File: src/rtl/uart_tx_fifo.sv
// UART 8N1 transmitter with a small byte FIFO in front of it.
// Bytes arrive over a valid/ready handshake. They leave LSB first on a registered,
// idle-high serial line, and consecutive frames are sent with no idle gap.
module uart_tx_fifo #(
  parameter int CLKS_PER_BIT = 1250,
  parameter int FIFO_DEPTH   = 4
) (
  input  logic                          clock,
  input  logic                          reset,
  input  logic [7:0]                    i_tdat,
  input  logic                          i_valid,
  output logic                          o_ready,
  output logic                          tx,
  output logic                          o_busy,
  output logic [$clog2(FIFO_DEPTH):0]   o_fifo_cnt,
  output logic                          o_tx_done
);

  localparam int BW = $clog2(CLKS_PER_BIT);
  localparam int AW = $clog2(FIFO_DEPTH);
  localparam int CW = AW + 1;

  localparam logic [1:0] IDLE  = 2'd0;
  localparam logic [1:0] START = 2'd1;
  localparam logic [1:0] DATA  = 2'd2;
  localparam logic [1:0] STOP  = 2'd3;

  logic [7:0]    mem [FIFO_DEPTH];
  logic [AW-1:0] wr_ptr_reg, rd_ptr_reg;
  logic [CW-1:0] count_reg, count_next;
  logic [1:0]    state_reg, state_next;
  logic [BW-1:0] counter_reg;
  logic [2:0]    index_reg;
  logic [7:0]    shift_reg;
  logic          tx_reg, ready_reg, busy_reg, done_reg;
  logic          push, pop, counter_end;

  assign push        = i_valid && ready_reg;
  assign counter_end = (counter_reg == BW'(CLKS_PER_BIT - 1));

  // Next-state logic; a pop happens exactly when a new frame is loaded
  always_comb begin
    state_next = state_reg;
    pop        = 1'b0;
    case (state_reg)
      IDLE: begin
        if (count_reg != '0) begin
          pop        = 1'b1;
          state_next = START;
        end
      end
      START: begin
        if (counter_end) state_next = DATA;
      end
      DATA: begin
        if (counter_end && index_reg == 3'd7) state_next = STOP;
      end
      STOP: begin
        if (counter_end) begin
          if (count_reg != '0) begin
            pop        = 1'b1;
            state_next = START;
          end else begin
            state_next = IDLE;
          end
        end
      end
      default: state_next = IDLE;
    endcase
  end

  // FIFO occupancy after this edge's push and pop
  always_comb begin
    count_next = count_reg;
    if (push && !pop)
      count_next = count_reg + CW'(1);
    else if (!push && pop)
      count_next = count_reg - CW'(1);
  end

  // FIFO storage and pointers; reset flushes every entry
  always_ff @(posedge clock) begin
    if (reset) begin
      for (int i = 0; i < FIFO_DEPTH; i++) mem[i] <= '0;
      wr_ptr_reg <= '0;
      rd_ptr_reg <= '0;
      count_reg  <= '0;
      ready_reg  <= 1'b1;
    end else begin
      if (push) begin
        mem[wr_ptr_reg] <= i_tdat;
        wr_ptr_reg      <= wr_ptr_reg + AW'(1);
      end
      if (pop) rd_ptr_reg <= rd_ptr_reg + AW'(1);
      count_reg <= count_next;
      ready_reg <= (count_next < CW'(FIFO_DEPTH));
    end
  end

  // Serialiser: state, bit timing, shift register and registered line outputs
  always_ff @(posedge clock) begin
    if (reset) begin
      state_reg   <= IDLE;
      counter_reg <= '0;
      index_reg   <= '0;
      shift_reg   <= '0;
      tx_reg      <= 1'b1;
      busy_reg    <= 1'b0;
      done_reg    <= 1'b0;
    end else begin
      state_reg <= state_next;

      if (state_reg == IDLE || counter_end)
        counter_reg <= '0;
      else
        counter_reg <= counter_reg + BW'(1);

      if (pop)
        shift_reg <= mem[rd_ptr_reg];
      else if (state_reg == DATA && counter_end)
        shift_reg <= {1'b0, shift_reg[7:1]};

      if (state_reg == START && counter_end)
        index_reg <= '0;
      else if (state_reg == DATA && counter_end)
        index_reg <= index_reg + 3'd1;

      // The line follows the current state, so it lags the state by one clock
      case (state_reg)
        START:   tx_reg <= 1'b0;
        DATA:    tx_reg <= shift_reg[0];
        default: tx_reg <= 1'b1;
      endcase

      done_reg <= (state_reg == STOP) && counter_end;
      busy_reg <= (state_next != IDLE) || (count_next != '0);
    end
  end

  assign o_ready    = ready_reg;
  assign tx         = tx_reg;
  assign o_busy     = busy_reg;
  assign o_fifo_cnt = count_reg;
  assign o_tx_done  = done_reg;

endmodule

File: config.mk
export PLATFORM = sky130hd
export DESIGN_NAME = uart_tx_fifo
export DESIGN_NICKNAME = d
export VERILOG_FILES = /design/src/rtl/uart_tx_fifo.sv
export SDC_FILE = /design/constraint.sdc
export NUM_CORES = 1
export LEC_CHECK = 0
export BUFFER_PORTS_ARGS = -buffer_cell sky130_fd_sc_hd__buf_2
export CORE_MARGIN = 1
export CORE_UTILIZATION = 55
export DETAILED_ROUTE_END_ITERATION = 8
export GPL_TIMING_DRIVEN = 0
export HOLD_SLACK_MARGIN = 0.12
export PLACE_DENSITY = 0.73
export SETUP_SLACK_MARGIN = 0.2
export SLEW_MARGIN = 25
export SYNTH_ARGS = -nofsm -noshare
export SYNTH_HDL_FRONTEND = slang
export SYNTH_SLANG_ARGS = --single-unit
File: constraint.sdc
create_clock -name clock -period 5.3 [get_ports clock]
set_input_delay 0.53 -clock clock [delete_from_list [all_inputs] [get_ports clock]]
set_output_delay 0.53 -clock clock [all_outputs]
set_load 0.01 [all_outputs]
Word level (Yosys, flattened, before mapping)
Memory sizes are Yosys's and may differ from the RTL's. A register that Yosys moved wholly into a read port is not among the register bits.
Index checks and enable logic that the tools add are counted.
W data, S select, Z words.
{"block": "word_totals", "register_bits": 35, "mem_bits_rw": 32, "in_bits": 11, "output_inout_bits": 7, "mem_count": 1}
{"block": "classes", "n_addsub": 6, "order_cmp": 1, "eq_ne": 5, "n_mux": 24, "n_reduce_logical": 19}
{"memory": "mem", "words": 4, "width": 8, "rd": 1, "rd_clocked_by_memory_dff": 1, "write_ports": 4, "line_no": "28", "text": "logic [7:0] mem [FIFO_DEPTH];"}
{"op": "$mux W8", "count": 3}
{"op": "$mux W2", "count": 7}
{"op": "$add A11 B1 Y11 const B", "count": 1}
{"op": "$eq A11 B11 Y1 const B", "count": 1}
{"op": "$mux W1", "count": 9}
{"op": "$pmux W2 S4", "count": 1}
{"op": "$reduce_or A8 Y1", "count": 1}
{"op": "$logic_and A1 B1 Y1", "count": 7}
{"op": "$add A3 B1 Y3 const B", "count": 2}
{"op": "$mux W3", "count": 2}
{"op": "$reduce_bool A3 Y1", "count": 2}
{"op": "$add A2 B1 Y2 const B", "count": 2}
{"op": "$eq A2 B2 Y1 const B", "count": 2}
{"op": "$pmux W1 S2", "count": 2}
{"op": "$reduce_bool A2 Y1", "count": 2}
{"op": "$reduce_or A2 Y1", "count": 2}
{"op": "$eq A3 B3 Y1 const B", "count": 1}
{"op": "$lt A3 B3 Y1 const B", "count": 1}
{"op": "$sub A3 B1 Y3 const B", "count": 1}
{"op": "$eq A2 B1 Y1 const B", "count": 1}
{"op": "$logic_not A1 Y1", "count": 2}
{"op": "$logic_not A2 Y1", "count": 1}
{"op": "$logic_or A1 B1 Y1", "count": 2}

Longest topological paths before layout
Gate-level depths: netlist of run 1.
{"block": "depth", "word_depth": 9, "mapped_depth": 9}

Worst setup path before layout of run 1
OpenSTA, ideal clock, no wires.
{"block": "synth_timing", "path_type": "register -> register", "from": "register counter_reg[0]", "to": "register busy_reg (netlist: o_busy)", "t_arrival_ps": 2026, "slack_ps": 3142, "stages_incl_launch_ff": 8, "n_path_buf": 0, "period_less_slack_ps": 2158, "cell_sequence": "dfxtp_1 > ha_1 > or4b_4 > nor4_4 > o21ai_2 > maj3_2 > a22oi_2 > a31oi_1"}
{"block": "synth_via", "elab_chain_cells": 8, "word_cells_on_any_way": 16, "classes_between": "eq/ne (1); mux (8); reduce/logical (7)"}
{"element": "start, declared", "line_no": "32", "text": "logic [BW-1:0] counter_reg;"}
{"element": "start signal, assigned", "line_no": "116", "text": "counter_reg <= counter_reg + BW'(1);"}
{"element": "$eq A11 B11 Y1 (*)", "line_no": "39", "text": "assign counter_end = (counter_reg == BW'(CLKS_PER_BIT - 1));"}
{"element": "$mux W1", "line_no": "59", "text": "if (counter_end) begin"}
{"element": "$pmux W1 S2", "line_no": "45", "text": "case (state_reg)"}
{"element": "$logic_and A1 B1 Y1 / $logic_not A1 Y1 (equally long branches)", "line_no": "77, 75"}
{"element": "$mux W3 / $logic_and A1 B1 Y1 (equally long branches)", "line_no": "77, 75"}
{"element": "$mux W3", "line_no": "75", "text": "if (push && !pop)"}
{"element": "$reduce_bool A3 Y1", "line_no": "136", "text": "busy_reg <= (state_next != IDLE) || (count_next != '0);"}
{"element": "$logic_or A1 B1 Y1 (*)", "line_no": "136"}
{"element": "end signal, assigned", "line_no": "136"}
{"element": "end, declared", "line_no": "35", "text": "logic tx_reg, ready_reg, busy_reg, done_reg;"}
Every way passes the cells marked *; elsewhere a longest branch is shown, timed or not.
A chain may end at the register's enable or synchronous reset.

Worst setup path in the final report of run 1
Ends and elaborated chain as after synthesis.

==> reports/results.tsv, run 1 <==
metric	value	unit
drc	0	
die_h	77.52	um
yosysSeqAreaShare	0.5425	
dp.cells	382	
min_path_type	reg2reg	
antenna_found_initial	0	
period_minus_slack	2370	ps
wire_per_inst	14.33	um
port-buffer-count	17	
largest_register_ffs	32	
syn_nets	316	
die_area	0.006009	mm^2
via_per_inst	5.432	
synth_commonest_cells	nor2_1, dfxtp_1, edfxtp_1, nand2_1, inv_1	
hold_viol	0	
fin_setup_tns	0	ps
ctsHoldBuffers	0	
p_seq_frac	0.444	
grt_start_max_net_pins	14	
clkTransAtPathRegs	70	ps
pwr_density_cell	446.6	mW/mm^2
ant_nets	0	
path_class	reg2reg	
drtIter0Drc	121	
yosysMostFrequentCell	nor2_1	
syn_area_per_cell	10.71	um^2
status	complete, no violations	
n_antenna_cell	0	
dp_hpwl	4047	um
htree_levels	3	
ir_worst_vdd	0.0002672	V
relSlewSlack	0.4326	
synthArstFlopShare	0	
pwr-share-clk	0.270	
start_kind	flip-flop	
final-instance-count-excl-fill	398	
vias	2162	
ys_warn_count	0	
synth_flop_cell	dfxtp_1	
final.setup_skew	6.372	ps
crit_arrival	2570	ps
use_met2	0.3699	
pre_cts_ws	2946	ps
rows	27	
die_x	77.52	um
cts-resized-gates	0	
cts_tree	built	
cts_sinks	69	
gr-usage-met3	0.03412	
crit_required	5500	ps
wirelength	5705	um
p_leak	1.334	nW
num-fill-cells	444	
synthCells	293	
max_freq	0.4220	GHz
overflow	0	
rsz0062_at_grt	no	
fin_ws	2930	ps
switching_power	0.5083	mW
ys_seq_elements	69	
grt_usage	0.2113	
use_met1	0.2498	
cellInternalPower	1.062	mW
gp_congestion	0.8192	
grt_pass1_wl	9666	um
area_growth	12.09	%
grt_pass1_vias	2121	
synth-edff-count	32	
synth_area_leaders	edfxtp_1, dfxtp_1, nor2_1	
drive_above_1_share	0.1564	
p_comb_frac	0.286	
design.core.area	0.005507	mm^2
postCtsSetupRepairBufs	0	
power	1.570	mW
period_share	0.4471	
slew_violations	0	
crit_fanout	7	
cp-end-kind	flip-flop	
clockRootBuffer	clkbuf_8	
synth.distinct_cells	43	
netlist_area	0.003137	mm^2
synth_largest_area_cell	edfxtp_1	
drv_cap	0	
fin_util	0.6385	
tightest_slew	849.3	ps
io_pins	18	
switching_share	0.3237	
nets	344	
busiest_layer	met2	
design_area	0.003516	mm^2
yosys.area.top_type_share	0.3063	
holdWs	480.3	ps
clk_latency	330	ps
initial_utilization	0.5696	
setup_viol	0	
drt_first_pass_iters	4	
cts_buffers	9	
clockBufferDepth	2	
placed_area	0.003318	mm^2
-- power by group through the flow --
stage	Clock [mW]	Sequential, mW	Combinational [mW]
5_1_grt	0.449	0.707	0.502
4_1_cts	0.426	0.697	0.452
6_report	0.424	0.697	0.449
2_1_floorplan	0	0.707	0.334
3_5_place_dp	0	0.709	0.449
3_3_place_gp	0	0.705	0.439
-- layout make-up --
class,instances,area (um^2),area share
Sequential cell,69,1702,0.4840
Multi-Input combinational cell,195,1328,0.3776
Clock buffer,9,123.9,0.03523
Tap cell,72,90.09,0.02562
Timing Repair Buffer,17,85.08,0.02420
Clock inverter,7,73.82,0.02100
Inverter,16,60.06,0.01708
Buffer,13,53.80,0.01530
-- final timing paths --
kind | to | startpoint | cells after the start | slack [ps]
setup reg to reg | o_busy | counter_reg[0] | 7 | 2930
hold / removal | shift_reg[3] | shift_reg[3] | 2 | 480
hold reg to reg | shift_reg[3] | shift_reg[3] | 2 | 480
setup / recovery | o_busy | counter_reg[0] | 7 | 2930
-- placed cells by master (no fill, tap or decap), types with 3 or more instances in the layout --
master,instances
o21ai_0,6
xnor2_1,8
clkbuf_8,9
and2_1,10
a31oi_1,4
clkinv_4,3
nand2b_1,5
a21oi_1,6
a311oi_1,7
clkbuf_1,10
buf_2,18
nor2b_1,3
nor2_1,52
xor2_1,8
dfxtp_1,37
nand3_1,14
mux4_2,8
nand2_1,26
edfxtp_1,32
inv_1,16
nand4_1,3
ha_1,12
-- metal layers --
metal	up-vias	wire length, um
li1	1070	-
met1	1036	2474
met2	43	2909
met3	13	202
met4	0	120
met5	-	0
-- kinds of logic after synthesis --
kind of cell,after synthesis,synth area share
flops,69,0.5425
simple gates,126,0.1951
compound gates,31,0.06941
xor+xnor,16,0.04468
buf+inv,29,0.03630
fa+ha+maj,13,0.05145
mux,9,0.06063
-- worst max-delay path: stages (launching register included) --
cell and delay (ps):
dfxtp_1 440, ha_1 200, or4b_4 490, nor4_4 310, o21ai_2 150, maj3_2 330
a22oi_2 220, a31oi_1 100
(Power assumes the default switching activity.)
==> run 2: changes to the inputs <==
--- a/config.mk
+++ b/config.mk
@@ -5,6 +5,7 @@
 export SDC_FILE = /design/constraint.sdc
 export NUM_CORES = 1
 export LEC_CHECK = 0
+export ABC_AREA = 1
 export BUFFER_PORTS_ARGS = -buffer_cell sky130_fd_sc_hd__buf_2
 export CORE_MARGIN = 1
 export CORE_UTILIZATION = 55
==> constraint.sdc (replaced) <==
create_clock -name clock -period 2.45 [get_ports clock]
set_input_delay 0.245 -clock clock [delete_from_list [all_inputs] [get_ports clock]]
set_output_delay 0.245 -clock clock [all_outputs]
set_load 0.01 [all_outputs]
==> run 2 against run 1 <==
Sequential power rose by 120%. Via count up 13%. Combinational power up 120%.
==> reports/results.tsv, run 2 <==
metric	value	unit
clockRootBuffer	clkbuf_8	
cts_sinks	69	
ys_warn_count	0	
final_common_cell	nor2_1	
grt_start_max_net_pins	13	
syn_area_per_cell	8.520	um^2
synthArstFlopShare	0	
wire_per_inst	12.39	um
r2r_slack	580	ps
cts_tree	built	
ctsHoldBuffers	0	
r2r_end	o_busy	
pwr_density_cell	956.3	mW/mm^2
htree_levels	3	
largest_register_ffs	32	
final.setup_skew	8.309	ps
critical-path-slowest-cell	dfxtp_1	
tightest_slew	727.8	ps
clkTransAtPathRegs	70	ps
crit_required	2700	ps
gp_congestion	0.7868	
crit_chain	inv_1, ha_1, nor2_2, nand2_4, nand2_4, nand2_1, xor2_1, nand3_1, nand2_1, inv_1	
die_area	0.006165	mm^2
dp.cells	466	
dp_hpwl	4433	um
vias	2445	
start_kind	flip-flop	
drive_above_1_share	0.1268	
syn_nets	401	
final-instance-count-excl-fill	482	
yosys.area.top_type_share	0.2984	
clockBufferDepth	2	
io_pins	18	
ys_seq_elements	69	
cp-end-kind	flip-flop	
area_growth	12.08	%
synth_area_leaders	edfxtp_1, dfxtp_1, nor2_1	
crit_fanout	10	
synth.distinct_cells	32	
cts_buffers	9	
yosysSeqAreaShare	0.5284	
relSlewSlack	0.5119	
num-fill-cells	488	
synth-edff-count	32	
fin_util	0.6476	
initial_utilization	0.5778	
design.core.area	0.005574	mm^2
path_class	reg2reg	
drt_first_pass_iters	4	
overflow	0	
yosysMostFrequentCell	nor2_1	
ant_nets	0	
worstReg2RegStart	state_reg[0]	
fin_setup_tns	0	ps
period_minus_slack	1873	ps
slew_violations	0	
status	complete, no violations	
rows	27	
clk_latency	350	ps
grt_pass1_wl	10580	um
netlist_area	0.003221	mm^2
drc	0	
synth_flop_cell	dfxtp_1	
nets	428	
grt_pass1_vias	2404	
min_path_cells	3	
max_freq	0.5339	GHz
placed_area	0.003396	mm^2
rsz0062_at_grt	no	
synth_largest_area_cell	edfxtp_1	
grt_usage	0.2245	
slowest_delay	390	ps
design_area	0.003610	mm^2
min_path_type	in2reg	
whs_endpoint	mem[0][2]	
synth_commonest_cells	nor2_1, nand2_1, inv_1, dfxtp_1, edfxtp_1	
hold_viol	0	
crit_arrival	2120	ps
antenna_found_initial	0	
final_cell_mix	nor2_1, nand2_1, inv_1	
wirelength	5972	um
drv_cap	0	
port-buffer-count	16	
reg2reg_depth	10	
n_antenna_cell	0	
synthCells	378	
p_leak	1.512	nW
setup_viol	0	
ir_worst_vdd	0.0005436	V
drtIter0Drc	138	
die_h	78.52	um
via_per_inst	5.073	
die_x	78.52	um
period_share	0.7645	
hold_path_startpoint	i_tdat[2]	
[run 2: power breakdown]
group | leakage, nW | switching (mW) | internal, mW | total [mW]
sequential | 0.634 | 0.107 | 1.40 | 1.50
clock | 0.111 | 0.419 | 0.555 | 0.974
combinational | 0.766 | 0.635 | 0.340 | 0.975
[run 2: critical path: cells and delay by family, from the launching register on]
family	cells	cell delay (ps)
xor+xnor	1	200
fa+ha+maj	1	310
buf+inv	2	160
flops	1	390
simple gates	6	720
[run 2: through the flow]
step / setup WS (ps) / total power [mW] / hold WS (ps)
4_1_cts: 254.5 / 3.469 / 189.6
3_3_place_gp: 369.5 / 2.454 / 449.9
3_5_place_dp: 276.8 / 2.497 / 457.8
6_report: 576.9 / 3.452 / 203.5
2_1_floorplan: 718.0 / 2.258 / 433.4
5_1_grt: 404.6 / 3.678 / 223.2
[run 2: area by class of cell]
class / count / area (um^2) / share of cell area
plain buffers: 8 / 36.28 / 0.01005
clock buffers: 12 / 166.4 / 0.04610
clock inverters: 4 / 45.04 / 0.01248
inverters: 53 / 198.9 / 0.05511
multi-input cells: 248 / 1291 / 0.3577
flip-flops and latches: 69 / 1702 / 0.4714
well taps: 72 / 90.09 / 0.02496
repair buffers: 16 / 80.08 / 0.02218
[run 2: logic make-up after synthesis]
| group | after synthesis | share of synthesized area |
|---|---|---|
| buf+inv | 61 | 0.07304 |
| flops | 69 | 0.5284 |
| simple gates | 172 | 0.2389 |
| xor+xnor | 3 | 0.008160 |
| compound gates | 61 | 0.1049 |
| fa+ha+maj | 12 | 0.04662 |
[run 2: worst max path at each step]
stage	from	to	cells after the start
2_1_floorplan	wr_ptr_reg[0]	mem[1][0]	4
3_3_place_gp	i_valid	mem[0][1]	7
3_5_place_dp	wr_ptr_reg[1]	mem[2][7]	4
4_1_cts	wr_ptr_reg[1]	mem[2][7]	4
5_1_grt	o_ready	mem[0][7]	6
6_report	state_reg[0]	o_busy	10
[run 2: per-layer routing]
metal  global-route usage  wire length [um]
met5                    0                 0
met2               0.3896              3039
met3              0.05930               237
met1               0.2577              2605
met4               0.1000                89
[run 2: repair_timing]
action,CTS,global route
setup buffers,0,0
setup endpoints to repair,0,8
gates resized for setup,0,2
